File: config.mk
export PLATFORM = sky130hd
export DESIGN_NAME = sdr_wb_arbiter
export DESIGN_NICKNAME = d
export VERILOG_FILES = /design/src/rtl/sdr_wb_arbiter.sv
export SDC_FILE = /design/constraint.sdc
export NUM_CORES = 1
export LEC_CHECK = 0
export CELL_PAD_IN_SITES_DETAIL_PLACEMENT = 0
export CELL_PAD_IN_SITES_GLOBAL_PLACEMENT = 1
export CORE_UTILIZATION = 13
export DETAILED_ROUTE_END_ITERATION = 7
export GPL_TIMING_DRIVEN = 0
export PLACE_DENSITY_LB_ADDON = 0.12
export SETUP_SLACK_MARGIN = 0.2
export SYNTH_ARGS = -nofsm -noshare
export SYNTH_HDL_FRONTEND = slang
export SYNTH_SLANG_ARGS = --single-unit
File: constraint.sdc
create_clock -name sys_clk -period 3.9 [get_ports sys_clk]
set_input_delay 0.585 -clock sys_clk [delete_from_list [all_inputs] [get_ports sys_clk]]
set_output_delay 0.585 -clock sys_clk [all_outputs]
set_load 0.01 [all_outputs]
File: src/rtl/sdr_wb_arbiter.sv
`default_nettype none
// ============================================================================
//  Module   : sdr_wb_arbiter
//  Function : Two-master round-robin Wishbone arbiter in front of the SDRAM
//             controller slave port. A grant is held for the whole bus cycle
//             (cyc high), so bursts from one master are never interleaved.
//  Options  : SDR_WB_ARB_TIMEOUT_EN - stall watchdog that aborts a cycle with
//             a one-cycle error pulse to the owner after TIMEOUT stall cycles.
//  Revision : 1.0 - initial release
// ============================================================================
module sdr_wb_arbiter #(
    parameter int dw = 32
`ifdef SDR_WB_ARB_TIMEOUT_EN
    ,
    parameter int TIMEOUT = 255
`endif
) (
    input  logic              sys_clk,
    input  logic              RESET,
    // master 0
    input  logic              m0_cyc_i,
    input  logic              m0_stb_i,
    input  logic              m0_we_i,
    input  logic [25:0]       m0_addr_i,
    input  logic [dw-1:0]     m0_dat_i,
    input  logic [dw/8-1:0]   m0_sel_i,
    input  logic [2:0]        m0_cti_i,
    output logic [dw-1:0]     m0_dat_o,
    output logic              m0_ack_o,
    // master 1
    input  logic              m1_cyc_i,
    input  logic              m1_stb_i,
    input  logic              m1_we_i,
    input  logic [25:0]       m1_addr_i,
    input  logic [dw-1:0]     m1_dat_i,
    input  logic [dw/8-1:0]   m1_sel_i,
    input  logic [2:0]        m1_cti_i,
    output logic [dw-1:0]     m1_dat_o,
    output logic              m1_ack_o,
    // slave (SDRAM controller)
    output logic              s_cyc_o,
    output logic              s_stb_o,
    output logic              s_we_o,
    output logic [25:0]       s_addr_o,
    output logic [dw-1:0]     s_dat_o,
    output logic [dw/8-1:0]   s_sel_o,
    output logic [2:0]        s_cti_o,
    input  logic [dw-1:0]     s_dat_i,
    input  logic              s_ack_i
`ifdef SDR_WB_ARB_TIMEOUT_EN
    ,
    output logic              m0_err_o,
    output logic              m1_err_o
`endif
);

`ifdef SDR_WB_ARB_TIMEOUT_EN
    typedef enum logic [1:0] {
        ST_IDLE  = 2'd0,
        ST_GNT0  = 2'd1,
        ST_GNT1  = 2'd2,
        ST_FLUSH = 2'd3
    } state_t;

    localparam int CNT_W = $clog2(TIMEOUT + 1);
    localparam logic [CNT_W-1:0] CNT_LAST = CNT_W'(TIMEOUT - 1);

    logic [CNT_W-1:0] cnt_q, cnt_d;
    logic             err0_q, err0_d;
    logic             err1_q, err1_d;
    logic             stall;
`else
    typedef enum logic [1:0] {
        ST_IDLE  = 2'd0,
        ST_GNT0  = 2'd1,
        ST_GNT1  = 2'd2
    } state_t;
`endif

    state_t state_q, state_d;
    // last: master that most recently owned the bus; the other one wins a tie
    logic   last_q, last_d;

    // Read data is broadcast; it only means something alongside the owner's ack
    assign m0_dat_o = s_dat_i;
    assign m1_dat_o = s_dat_i;

`ifdef SDR_WB_ARB_TIMEOUT_EN
    assign m0_err_o = err0_q;
    assign m1_err_o = err1_q;
`endif

    // Route the owning master's request to the slave and the slave's ack back
    always_comb begin
        s_cyc_o  = 1'b0;
        s_stb_o  = 1'b0;
        s_we_o   = 1'b0;
        s_addr_o = '0;
        s_dat_o  = '0;
        s_sel_o  = '0;
        s_cti_o  = '0;
        m0_ack_o = 1'b0;
        m1_ack_o = 1'b0;
        case (state_q)
            ST_GNT0: begin
                s_cyc_o  = m0_cyc_i;
                s_stb_o  = m0_stb_i;
                s_we_o   = m0_we_i;
                s_addr_o = m0_addr_i;
                s_dat_o  = m0_dat_i;
                s_sel_o  = m0_sel_i;
                s_cti_o  = m0_cti_i;
                m0_ack_o = s_ack_i;
            end
            ST_GNT1: begin
                s_cyc_o  = m1_cyc_i;
                s_stb_o  = m1_stb_i;
                s_we_o   = m1_we_i;
                s_addr_o = m1_addr_i;
                s_dat_o  = m1_dat_i;
                s_sel_o  = m1_sel_i;
                s_cti_o  = m1_cti_i;
                m1_ack_o = s_ack_i;
            end
            default: ;
        endcase
    end

    // Arbitration decision, release on cyc drop and optional stall watchdog
    always_comb begin
        state_d = state_q;
        last_d  = last_q;
`ifdef SDR_WB_ARB_TIMEOUT_EN
        cnt_d   = '0;
        err0_d  = 1'b0;
        err1_d  = 1'b0;
        stall   = s_stb_o & ~s_ack_i;
`endif
        case (state_q)
            ST_IDLE: begin
                if (m0_cyc_i && m1_cyc_i)
                    state_d = last_q ? ST_GNT0 : ST_GNT1;
                else if (m0_cyc_i)
                    state_d = ST_GNT0;
                else if (m1_cyc_i)
                    state_d = ST_GNT1;
            end
            ST_GNT0: begin
                if (!m0_cyc_i) begin
                    state_d = ST_IDLE;
                    last_d  = 1'b0;
                end
`ifdef SDR_WB_ARB_TIMEOUT_EN
                else if (stall && (cnt_q == CNT_LAST)) begin
                    // last is recorded now so FLUSH knows whose cyc to wait on
                    state_d = ST_FLUSH;
                    last_d  = 1'b0;
                    err0_d  = 1'b1;
                end else if (stall) begin
                    cnt_d = cnt_q + CNT_W'(1);
                end
`endif
            end
            ST_GNT1: begin
                if (!m1_cyc_i) begin
                    state_d = ST_IDLE;
                    last_d  = 1'b1;
                end
`ifdef SDR_WB_ARB_TIMEOUT_EN
                else if (stall && (cnt_q == CNT_LAST)) begin
                    state_d = ST_FLUSH;
                    last_d  = 1'b1;
                    err1_d  = 1'b1;
                end else if (stall) begin
                    cnt_d = cnt_q + CNT_W'(1);
                end
`endif
            end
`ifdef SDR_WB_ARB_TIMEOUT_EN
            ST_FLUSH: begin
                if (last_q ? !m1_cyc_i : !m0_cyc_i)
                    state_d = ST_IDLE;
            end
`endif
            default: state_d = ST_IDLE;
        endcase
    end

    // State registers; async reset gives master 0 the first tie
    always_ff @(posedge sys_clk or posedge RESET) begin
        if (RESET) begin
            state_q <= ST_IDLE;
            last_q  <= 1'b1;
`ifdef SDR_WB_ARB_TIMEOUT_EN
            cnt_q   <= '0;
            err0_q  <= 1'b0;
            err1_q  <= 1'b0;
`endif
        end else begin
            state_q <= state_d;
            last_q  <= last_d;
`ifdef SDR_WB_ARB_TIMEOUT_EN
            cnt_q   <= cnt_d;
            err0_q  <= err0_d;
            err1_q  <= err1_d;
`endif
        end
    end

endmodule
`default_nettype wire
# Yosys cells after proc, flatten, opt, wreduce, memory -nomap -nowiden
# Cells that the tools add are included.
[totals] regBits=3 in_bits=171 output_inout_bits=134 word_cells=31
[classes] n_eq_ne=5 muxes=19 n_reduce_logical=5
[op_table] operator="32-bit case mux with 2 select lines" n=1
[op_table] operator="26-bit case mux with 2 select lines" n=1
[op_table] operator="2-bit 2-to-1 mux" n=6
[op_table] operator="1-bit case mux with 2 select lines" n=4
[op_table] operator="4-bit case mux with 2 select lines" n=1
[op_table] operator="2-bit case mux with 3 select lines" n=1
[op_table] operator="3-bit case mux with 2 select lines" n=1
[op_table] operator="3-bit AND reduction" n=2
[op_table] operator="1-bit 2-to-1 mux" n=4
[op_table] operator="2-bit inequality test (second input constant)" n=2
[op_table] operator="4-bit inequality test (second input constant)" n=1
[op_table] operator="2-bit by 1-bit equality test with 1-bit output (second input constant)" n=1
[op_table] operator="2-bit equality test (second input constant)" n=1
[op_table] operator="2-bit logical NOT" n=1
[op_table] operator="2-bit nonzero test" n=1
[op_table] operator="1-bit logical AND" n=1

# Logic depth before layout (Yosys ltp)
[logic_depth] depth_word=4 ltp_mapped=7 depth_no_buf=5

# Least setup slack after synthesis
# Ideal clock, no wire load.
[synth_path] kind="reg-to-output" from="register state_q[1]" to="output s_addr_o[0]" arrival_ns=1.267 t_required_ns=3.315 path_slack_ns=2.048 stages_incl_launch_ff=6 path_cell_list="dfrtp_1 > inv_1 > ha_1 > buf_2 > buf_2 > nor2b_1"
[synth_between] elab_chain_len=2
[synth_lines] item="from (decl)" line_no="80" source="state_t state_q, state_d;"
[synth_lines] item="from (signal assigned)" line_no="200" source="state_q <= state_d;"
[synth_lines] item="2-bit equality test or 2-bit by 1-bit equality test with 1-bit output (tied branches)" line_no="104" source="case (state_q)"
[synth_lines] item="26-bit case mux with 2 select lines (*)" line_no="104"
[synth_lines] item="to (decl)" line_no="44" source="output logic [25:0] s_addr_o,"
# Every way passes the cells marked *; elsewhere a longest branch is shown, timed or not.

# Worst setup path in the final report
[layout_path] from="register state_q[1]" to="output s_dat_o[28]"
[layout_between] elab_chain_len=2
[layout_lines] item="2-bit equality test or 2-bit by 1-bit equality test with 1-bit output (tied branches)" line_no="104"
[layout_lines] item="32-bit case mux with 2 select lines (*)" line_no="104"
[layout_lines] item="to (decl)" line_no="45" source="output logic [dw-1:0] s_dat_o,"
# Marked as above.

==> results.json <==
{
  "tightestPinTransition_ns": 0.3593,
  "worstPathCellList": "inv_1 > ha_1 > buf_2 > buf_2 > nor2b_1 > clkdlybuf4s50_1",
  "grt_overflow": 0,
  "worst_ep_required_time_ns": 3.31,
  "max_freq_mhz": 350.2,
  "netlist.area_leader.share": 0.2926,
  "viasPerCell": 3.940,
  "type_of_destination_of_the_critical_path": "output pin",
  "fin_setup_tns_ns": 0,
  "cts-root-to-sink-buffers": 2,
  "worst-path-buf-inv": 4,
  "setup_viol": 0,
  "routed-via-count": 2754,
  "cellLeakagePower_nw": 1.803,
  "start_kind": "flop",
  "final_hold_viol_count": 0,
  "switching_power_mw": 0.9093,
  "yosys_most_used_dff": "dfrtp_1",
  "syn-num-nets": 422,
  "core_area_um2": 13240,
  "die_area_um2": 14090,
  "start_util": 0.1337,
  "timing.critical_path.slowest_cell_delay_ns": 0.56,
  "postCtsSetupBuffers": 0,
  "grt_pass1_wl_um": 14420,
  "fin_skew_ns": 0.0007980,
  "path_common_cell": "buf_2",
  "met1Wirelength_um": 3586,
  "flop_pwr_share": 0.029,
  "yosysWarnings": 0,
  "floorplan.die.height_um": 118.7,
  "maxSlewHeadroom": 0.7605,
  "initial_antenna_violation_count": 0,
  "wl_met3_um": 752,
  "insertion_delay_ns": 0.22,
  "cts_hold_repair.buffers": 0,
  "outcome": "completed",
  "worst-endpoint-arrival_ns": 2.27,
  "synth.distinct_cells": 18,
  "dr.max_layer_used": "met4",
  "drt.antenna.violating_nets": 0,
  "layout_min_cycle_time_ns": 2.856,
  "power.share.clock": 0.074,
  "cell_taking_the_most_area_after_synthesis": "buf_4",
  "post_synth_inst_count": 247,
  "worstRegToRegCells": 6,
  "pin_count": 305,
  "crit_type": "flop to output pin",
  "clk_transition_reported_paths_ns": 0.03,
  "filler_cell_count": 1412,
  "layout_common_cells": "272 x clkdlybuf4s50_1, 69 x buf_4, 68 x nor2b_1",
  "fin_nets": 699,
  "detailed_place.area_um2": 4713,
  "power_density_nw_per_um2": 455.4,
  "final_min_period_over_clock_period": 0.7323,
  "vdd.ir_drop.worst_mv": 0.2024,
  "first_global_vias": 2744,
  "area_growth_syn_to_layout_pct": 170.7,
  "drv_cap": 0,
  "pin_count_of_the_biggest_net_entering_global_routing": 11,
  "grt_setup_unrepaired": "false",
  "post_drt_wl_per_cell_um": 13.89,
  "tritoncts": "built",
  "yosys_register_bits": 3,
  "drt_pre_antenna_iters": 4,
  "wirelength_um": 9707,
  "post_synth.cell_area_avg_um2": 7.168,
  "synth.yosys.seq_area_share": 0.04311,
  "design_area_um2": 4792,
  "netSwitchingFraction": 0.4167,
  "cts_buffers": 3,
  "mappedNetlistArea_um2": 1770,
  "maxSlewViolCount": 0,
  "number_of_drc_markers_in_iteration_0": 136,
  "async_reset_ff_frac": 1.000,
  "design_power_total_mw": 2.182,
  "critical_path.slowest_cell": "clkdlybuf4s50_1",
  "ctsRootBufferMaster": "clkbuf_16",
  "final_core_util": 0.3619,
  "mostFrequentLayoutCell": "clkdlybuf4s50_1",
  "combPwrFrac": 0.897,
  "cts_resized": 0,
  "groute.usage.overall": 0.1276,
  "crit_cells": 6,
  "clock-sinks": 3,
  "post-dp-hpwl_um": 8271,
  "io_buf_count": 272,
  "routed_length_on_met2_um": 5300,
  "worstHoldPathType": "flop to flop",
  "timing.critical_path.max_delay_family": "buffers and inverters",
  "gpl.final_weighted_congestion": 0.7467,
  "worst-path-max-fanout": 10,
  "count_of_flip_flops_with_a_built_in_enable_after_synthesis": 0,
  "placementRows": 42,
  "antenna_cells": 0,
  "dieWidth_um": 118.7,
  "cts.htree.levels": 1,
  "remaining_drc_errors": 0,
  "internal-power_mw": 1.273,
  "ys_top_cells_by_area": "buf_4 29%, a22oi_1 28%, nor2b_1 24%",
  "drive_gt1_frac": 0.1663,
  "hold-path-cell-count": 2
}
==> cell type report <==
| cell class | count | area (um2) | share of cell area |
|---|---|---|---|
| Buffer | 86 | 598.1 | 0.1248 |
| Clock buffer | 4 | 78.83 | 0.01645 |
| Inverter | 5 | 18.77 | 0.003916 |
| Multi-Input combinational cell | 153 | 1077 | 0.2248 |
| Sequential cell | 3 | 76.32 | 0.01593 |
| Tap cell | 176 | 220.2 | 0.04595 |
| Timing Repair Buffer | 272 | 2723 | 0.5681 |
==> layer usage <==
layer / vias to the layer above / global-route usage
li1: 1351 / -
met1: 1239 / 0.1372
met2: 160 / 0.2580
met3: 4 / 0.02317
met4: 0 / 0.01820
met5: - / 0
==> power by group through the flow <==
| stage | clock, mW | sequential (mW) | combinational (mW) |
|---|---|---|---|
| 6_report | 0.161 | 0.0637 | 1.96 |
| 5_1_grt | 0.168 | 0.0656 | 2.13 |
| 4_1_cts | 0.164 | 0.0633 | 2.01 |
| 3_5_place_dp | 0 | 0.0635 | 2.00 |
| 3_3_place_gp | 0 | 0.0637 | 2.00 |
| 2_1_floorplan | 0 | 0.0601 | 1.05 |
==> path summary, 6_finish.rpt <==
kind	from	endpoint	slack (ns)
min	last_q	last_q	0.52
min reg2reg	last_q	last_q	0.52
max in group asynchronous	RESET	last_q	3.16
max	state_q[1]	s_dat_o[28]	1.04
max reg2reg	state_q[0]	last_q	2.45
min in group asynchronous	RESET	state_q[1]	0.53
==> sequential cells by signal (all words and copies together), names as in the netlist <==
register and count:
state_q 2, last_q 1
==> tightest hold or removal path, delay by kind of cell (launching register included) <==
family	cells	cell delay, ns
AND/OR/NAND/NOR	2	0.15
flip-flops	1	0.37
==> cell usage after synthesis, types with 2 or more instances <==
library cell	n
a21oi_1	3
ha_1	4
buf_2	13
o21ai_1	2
and2_1	2
nor2b_1	68
inv_1	5
a22oi_1	67
dfrtp_1	2
clkbuf_1	4
buf_4	69
nor2_1	2
==> cells by family (layout without fill, tap and decap cells) <==
kind of cell	Yosys count	after routing	share of synthesized area
flops	3	3	0.04311
buf+inv	91	367	0.3484
simple gates	73	73	0.2551
compound gates	76	76	0.3251
fa+ha+maj	4	4	0.02827
==> metrics by stage <==
stage | hold slack (ns) | std cells | setup WS [ns]
CTS | 0.5220 | 699 | 0.9200
global route | 0.5411 | 699 | 0.8118
finish | 0.5227 | 699 | 1.044
floorplan | 0.3379 | 247 | 2.048
global placement | 0.5206 | 695 | 1.189
detailed placement | 0.5192 | 695 | 1.166
Power figures use the tool's default switching activity.
